$ cat src/rtl/pwm_pkg.sv
// Shared definitions for the PWM stages: controller state encoding and
// the default count/duty width.
package pwm_pkg;

    // Default width of the upstream count and of the duty value.
    localparam int PWM_WIDTH = 4;

    // SYNC: waiting for COUNT==0 to lock onto the period.
    // RUN : locked; COUNT is checked for +1 steps every cycle.
    typedef enum logic {
        SYNC = 1'b0,
        RUN  = 1'b1
    } pwm_state_e;

endpackage : pwm_pkg

$ cat src/rtl/duty_shadow.sv
// Single-entry valid/ready holding slot for a duty value. A value is
// accepted when the slot is empty and released when the consumer pulses
// i_take. o_ready depends only on the slot register, so there is no
// combinational path from i_valid to o_ready.
module duty_shadow #(
    parameter int WIDTH = 4
) (
    input  logic             i_clk,
    input  logic             i_rst,
    input  logic             i_valid,
    input  logic [WIDTH-1:0] i_data,
    input  logic             i_take,
    output logic             o_ready,
    output logic             o_full,
    output logic [WIDTH-1:0] o_data
);

    logic             r_full;
    logic [WIDTH-1:0] r_data;
    logic             w_accept;

    assign o_ready  = ~r_full;
    assign w_accept = i_valid & ~r_full;
    assign o_full   = r_full;
    assign o_data   = r_data;

    // Slot state: capture on handshake, empty on take, clear on reset.
    // NOTE: non-blocking assignments keep every register sampling the
    // pre-edge values, so ordering inside the block cannot create races.
    always_ff @(posedge i_clk) begin
        if (i_rst) begin
            r_full <= 1'b0;
            r_data <= '0;
        end else if (w_accept) begin
            // A handshake in the same cycle as a take wins: the new value
            // stays in the slot for the following release.
            r_full <= 1'b1;
            r_data <= i_data;
        end else if (i_take) begin
            r_full <= 1'b0;
        end
    end

endmodule : duty_shadow

$ cat src/rtl/pwm_from_count.sv
// PWM generator slaved to an external free-running counter. The block
// locks onto COUNT==0 as the period start, verifies that COUNT steps by
// one every cycle, and drives O high while COUNT is below the duty that
// was active at the most recent period start. New duty values pass
// through a one-deep valid/ready slot and take effect at a boundary.
module pwm_from_count
    import pwm_pkg::*;
#(
    parameter int               WIDTH     = PWM_WIDTH,
    parameter logic [WIDTH-1:0] INIT_DUTY = '0
) (
    input  logic             CLK,
    input  logic             RESET,
    input  logic [WIDTH-1:0] COUNT,
    input  logic [WIDTH-1:0] DUTY,
    input  logic             DUTY_VALID,
    output logic             DUTY_READY,
    output logic             O,
    output logic             PERIOD,
    output logic             ERR
);

    // Controller state
    pwm_state_e       r_state;
    pwm_state_e       w_next_state;

    // Count tracking
    logic [WIDTH-1:0] r_prev_count;
    logic [WIDTH-1:0] w_count_expected;
    logic             w_count_zero;
    logic             w_boundary;
    logic             w_seq_err;

    // Duty datapath
    logic [WIDTH-1:0] r_active_duty;
    logic [WIDTH-1:0] w_eff_duty;
    logic [WIDTH-1:0] w_pend_data;
    logic             w_pend_full;
    logic             w_load;

    // Registered outputs and their next values
    logic             r_o;
    logic             r_period;
    logic             r_err;
    logic             w_o_next;
    logic             w_period_next;
    logic             w_err_next;

    // Wraps modulo 2^WIDTH, matching the upstream counter.
    assign w_count_expected = r_prev_count + 1'b1;
    assign w_count_zero     = (COUNT == '0);

    // Pending-duty slot; released into active_duty at a boundary.
    duty_shadow #(
        .WIDTH (WIDTH)
    ) u_duty_shadow (
        .i_clk   (CLK),
        .i_rst   (RESET),
        .i_valid (DUTY_VALID),
        .i_data  (DUTY),
        .i_take  (w_load),
        .o_ready (DUTY_READY),
        .o_full  (w_pend_full),
        .o_data  (w_pend_data)
    );

    // A boundary with a full slot swaps in the pending duty; that value
    // already governs the boundary cycle itself.
    assign w_load     = w_boundary & w_pend_full;
    assign w_eff_duty = w_load ? w_pend_data : r_active_duty;

    // State register.
    always_ff @(posedge CLK) begin
        if (RESET) begin
            r_state <= SYNC;
        end else begin
            r_state <= w_next_state;
        end
    end

    // Next-state decode, period-boundary and sequence-error detection.
    // NOTE: every signal gets a default before the case, so no path
    // leaves one unassigned and no latch is inferred.
    always_comb begin
        w_next_state = r_state;
        w_boundary   = 1'b0;
        w_seq_err    = 1'b0;
        unique case (r_state)
            SYNC: begin
                if (w_count_zero) begin
                    w_next_state = RUN;
                    w_boundary   = 1'b1;
                end
            end
            RUN: begin
                if (COUNT != w_count_expected) begin
                    // A broken sequence cannot be trusted as a boundary.
                    w_seq_err    = 1'b1;
                    w_next_state = SYNC;
                end else if (w_count_zero) begin
                    w_boundary   = 1'b1;
                end
            end
            default: begin
                w_next_state = SYNC;
            end
        endcase
    end

    // Output decode: PWM level, period marker and sticky error.
    always_comb begin
        w_o_next      = (w_next_state == RUN) && (COUNT < w_eff_duty);
        w_period_next = w_boundary;
        w_err_next    = r_err | w_seq_err;
    end

    // Output registers.
    always_ff @(posedge CLK) begin
        if (RESET) begin
            r_o      <= 1'b0;
            r_period <= 1'b0;
            r_err    <= 1'b0;
        end else begin
            r_o      <= w_o_next;
            r_period <= w_period_next;
            r_err    <= w_err_next;
        end
    end

    // Count history (every cycle, any state) and active duty update.
    always_ff @(posedge CLK) begin
        if (RESET) begin
            r_prev_count  <= '0;
            r_active_duty <= INIT_DUTY;
        end else begin
            r_prev_count <= COUNT;
            if (w_load) begin
                r_active_duty <= w_pend_data;
            end
        end
    end

    assign O      = r_o;
    assign PERIOD = r_period;
    assign ERR    = r_err;

endmodule : pwm_from_count
$ cat config.mk
export PLATFORM = sky130hd
export DESIGN_NAME = pwm_from_count
export DESIGN_NICKNAME = d
export VERILOG_FILES = /design/src/rtl/pwm_pkg.sv /design/src/rtl/duty_shadow.sv /design/src/rtl/pwm_from_count.sv
export SDC_FILE = /design/constraint.sdc
export NUM_CORES = 1
export LEC_CHECK = 0
export ABC_CLOCK_PERIOD_IN_PS = 2900
export CORE_MARGIN = 2
export CORE_UTILIZATION = 43
export DETAILED_ROUTE_END_ITERATION = 16
export PLACE_DENSITY_LB_ADDON = 0.15
export SLEW_MARGIN = 0
export SYNTH_ARGS = -nofsm -noshare
export SYNTH_HDL_FRONTEND = slang
export SYNTH_SLANG_ARGS = --single-unit
$ cat constraint.sdc
create_clock -name CLK -period 2.9 [get_ports CLK]
set_clock_uncertainty 0.15 [all_clocks]
set_input_delay 0.29 -clock CLK [delete_from_list [all_inputs] [get_ports CLK]]
set_output_delay 0.29 -clock CLK [all_outputs]
set_load 0.03 [all_outputs]
==> summary.md <==
| Metric | Value |
|---|---|
| Critical Path RT | approximately 2.9 ns |
| Count of inserted antenna diode cells | 0 |
| #FFs+latches synth | 17 |
| Number of cell rows | 15 |
| 1st-pass router iterations | 4 |
| Clock sink total | 17 |
| Worst Tran Pin Value | a little under 0.6 ns |
| Number of global-route vias before repair | 581 |
| Critical path endpoint category | flip-flop |
| Post-synthesis simple-gate area fraction | 0.204 |
| Leftover overflow at the end of global routing | 0 |
| Pwr dens | 418 nW/um^2 |
| Max-cap viol count | 0 |
| XOR/XNOR share of the synthesized area | 0.0704 |
| Weighted congestion reported at the end of routability-driven placement | 0.754 |
| Horizontal die dimension | between 40 and 50 um |
| Cells after synthesis | 71 |
| Area of the die | roughly 2100 sq um |
| DRC violation count after routing | 0 |
| Cell leakage power | 0.407 nW |
| Vertical extent of the die | between 40 and 50 um |
| Total CTS buffers | 3 |
| Data arrival time of the critical path | between 2 and 3 ns |
| Layout Area Growth over Synthesis | 45.6% |
| Cell area after technology mapping | 747 sq um |
| Placeable core region | 1670 sq um |
| Initial Utilization | 0.447 |
| Compound-gate portion of the synthesized area | 0.0804 |
| Instance area after placement | 953 sq um |
| Cell type contributing the most total cell area after synthesis | sky130_fd_sc_hd__dfxtp_1 |
| Fraction of layout cells with a size suffix above 1 | 0.268 |
| Most common library cell in the layout ignoring fill and taps | sky130_fd_sc_hd__dfxtp_1 |
| Initial antenna violation count | 0 |
| Path category of the worst min-delay check | flip-flop to flip-flop |
| Max Fanout on Critical Path | 3 |
| Buffers on Ports | 14 |
| Peak ir drop on the vdd network | 0.000321 V |
| Highest clock frequency the design can meet | 347 MHz |
| Non-filler cells, final | 114 |
| Final period util | 0.994 |
| Max-slew violation count | 0 |
| HPWL after detailed placement | 1120 um |
| Number of endpoints failing setup at the final stage | 0 |
| Post-layout util | 0.651 |
| Clock buffer depth | 2 |
| DR vias | 599 |
| Setup Slack @ Placement | -0.201 ns |
| Overall routed net length | 1640 um |
| Setup TNS after final layout | 0 ns |
| Largest family of logic cells by synthesized area | simple AND/OR/NAND/NOR gates |
| Ports | 15 |
| Clock-pin slew on the worst setup and hold paths | ~0.10 ns |
| Dominant cells by area after synthesis | sky130_fd_sc_hd__dfxtp_1, sky130_fd_sc_hd__mux2i_1, sky130_fd_sc_hd__ha_1 |
| Rel. slew slack | 0.608 |
| Vias per cell | 5.25 |
| Number of antenna-violating nets in the routed design | 0 |
| Most used cells in the layout excluding fill and tap cells | sky130_fd_sc_hd__dfxtp_1, sky130_fd_sc_hd__clkdlybuf4s50_1, sky130_fd_sc_hd__nor2_1 |
| Gr usage total | 0.170 |
| Unique cell type count in the Yosys netlist | 24 |
| Cell area after layout | ~1100 sq um |
| Shortest period the worst path allows | approximately 2.9 ns |
| Number of filler instances in the final layout | 143 |
| Placed Cells incl. Taps | about 110 |
| First-pass GRT wire length | 2480 um |
| Post-layout worst setup margin | 0.0186 ns |
| Final Hold Fails | 0 |
| Clock tree from TritonCTS | yes |
| CTS Root Cell | sky130_fd_sc_hd__clkbuf_4 |
| Proportion of synthesized area in mux cells | 0.107 |
| Total number of yosys warnings | 0 |
| Nets@finish | 113 |
| Top cell type's share of synthesized area | 0.456 |
| H-tree lvl count | 1 |
| Worst-skew pair later-pin latency | 0.28 ns |
| Average cell area after synthesis | between 10 and 15 sq um |
| Hold buffer count at cts | 0 |
| Detail-routed net length per standard cell | between 10 and 15 um |
| Total nets after synthesis | 86 |
| Post-synthesis sequential area ratio | 0.456 |
| RSZ-0062 raised after global routing | true |
| First-iteration detailed-routing DRC count | 4 |
| Nature of the critical path startpoint | flip-flop |
| Largest net degree at the start of global routing | 17 |
| Result of the run | complete, no violations |
| Critical path start-end classification | flip-flop to flip-flop |
| Synth Area in Adders | 0.0670 |
stage by stage:
step	power [W]	hold WS, ns
floorplan	0.000288	0.212
global placement	0.000320	0.309
detailed placement	0.000321	0.332
CTS	0.000446	0.359
global route	0.000472	0.393
finish	0.000454	0.339
worst max-delay path: stages (launching register included):
cell and delay (ns):
sky130_fd_sc_hd__dfxtp_2 0.35, sky130_fd_sc_hd__ha_4 0.24, sky130_fd_sc_hd__xor2_2 0.17, sky130_fd_sc_hd__or4b_4 0.56, sky130_fd_sc_hd__o31ai_4 0.30, sky130_fd_sc_hd__buf_6 0.17, sky130_fd_sc_hd__mux2i_4 0.26, sky130_fd_sc_hd__ha_4 0.17
sky130_fd_sc_hd__nand3_2 0.05, sky130_fd_sc_hd__o311a_1 0.35
synthesized netlist by cell type:
cell	number
sky130_fd_sc_hd__or4_1	1
sky130_fd_sc_hd__or4b_4	1
sky130_fd_sc_hd__nor3b_1	1
sky130_fd_sc_hd__mux2i_1	8
sky130_fd_sc_hd__nor2b_1	5
sky130_fd_sc_hd__dfxtp_1	17
sky130_fd_sc_hd__nand3_1	2
sky130_fd_sc_hd__xor2_1	2
sky130_fd_sc_hd__o22ai_1	1
sky130_fd_sc_hd__and2_1	1
sky130_fd_sc_hd__inv_1	1
sky130_fd_sc_hd__or2b_1	1
sky130_fd_sc_hd__a21o_1	1
sky130_fd_sc_hd__nor2_1	10
sky130_fd_sc_hd__o311a_1	1
sky130_fd_sc_hd__nand2b_1	1
sky130_fd_sc_hd__nand3b_1	1
sky130_fd_sc_hd__o31ai_4	1
sky130_fd_sc_hd__ha_1	4
sky130_fd_sc_hd__xnor2_1	4
sky130_fd_sc_hd__nor3_1	1
sky130_fd_sc_hd__a21oi_1	3
sky130_fd_sc_hd__clkbuf_1	2
sky130_fd_sc_hd__nor4_2	1
sequential cells by signal, summed over array words and instances (netlist names):
register	flops
O	1
u_duty_shadow.o_data	4
u_duty_shadow.o_full	1
ERR	1
r_active_duty	4
r_state	1
PERIOD	1
r_prev_count	4
power by group:
group          internal (W)  switching, W
clock network     0.0000511     0.0000742
registers          0.000242    0.00000739
logic             0.0000432     0.0000366
layout make-up:
type,count,area (sq um),share of cell area
multi-input combinational,51,470,0.433
sequential,17,345,0.318
inverter,1,3.75,0.00345
clock buffer,3,22.5,0.0207
timing repair buffer,24,219,0.201
tap,17,21.3,0.0196
clock inverter,1,5.00,0.00460
worst paths after layout:
path         depth (start not counted)              to  slack [ns]                        from
max                                  9    O$_SDFF_PP0_        0.02  r_prev_count[1]$_SDFF_PP0_
min                                  2  ERR$_SDFF_PP0_        0.34              ERR$_SDFF_PP0_
max reg2reg                          9    O$_SDFF_PP0_        0.02  r_prev_count[1]$_SDFF_PP0_
min reg2reg                          2  ERR$_SDFF_PP0_        0.34              ERR$_SDFF_PP0_
routing by layer:
layer  vias up  GRT usage  part of all wire
li1        298          -                 -
met1       289      0.213              0.46
met2        10      0.290              0.51
met3         2     0.0357             0.026
met4         0     0.0529            0.0073
met5         -          0                 0
timing repair:
| item | 4_1_cts | 5_1_grt |
|---|---|---|
| buffers inserted | 0 | 3 |
| setup endpoints to repair | 0 | 1 |
| resized for setup | 0 | 14 |
cells by family after synthesis:
| kind of cell | Yosys count |
|---|---|
| flops | 17 |
| buf+inv | 3 |
| simple gates | 26 |
| compound gates | 7 |
| mux | 8 |
| xor+xnor | 6 |
| fa+ha+maj | 4 |
(Power assumes the default switching activity.)
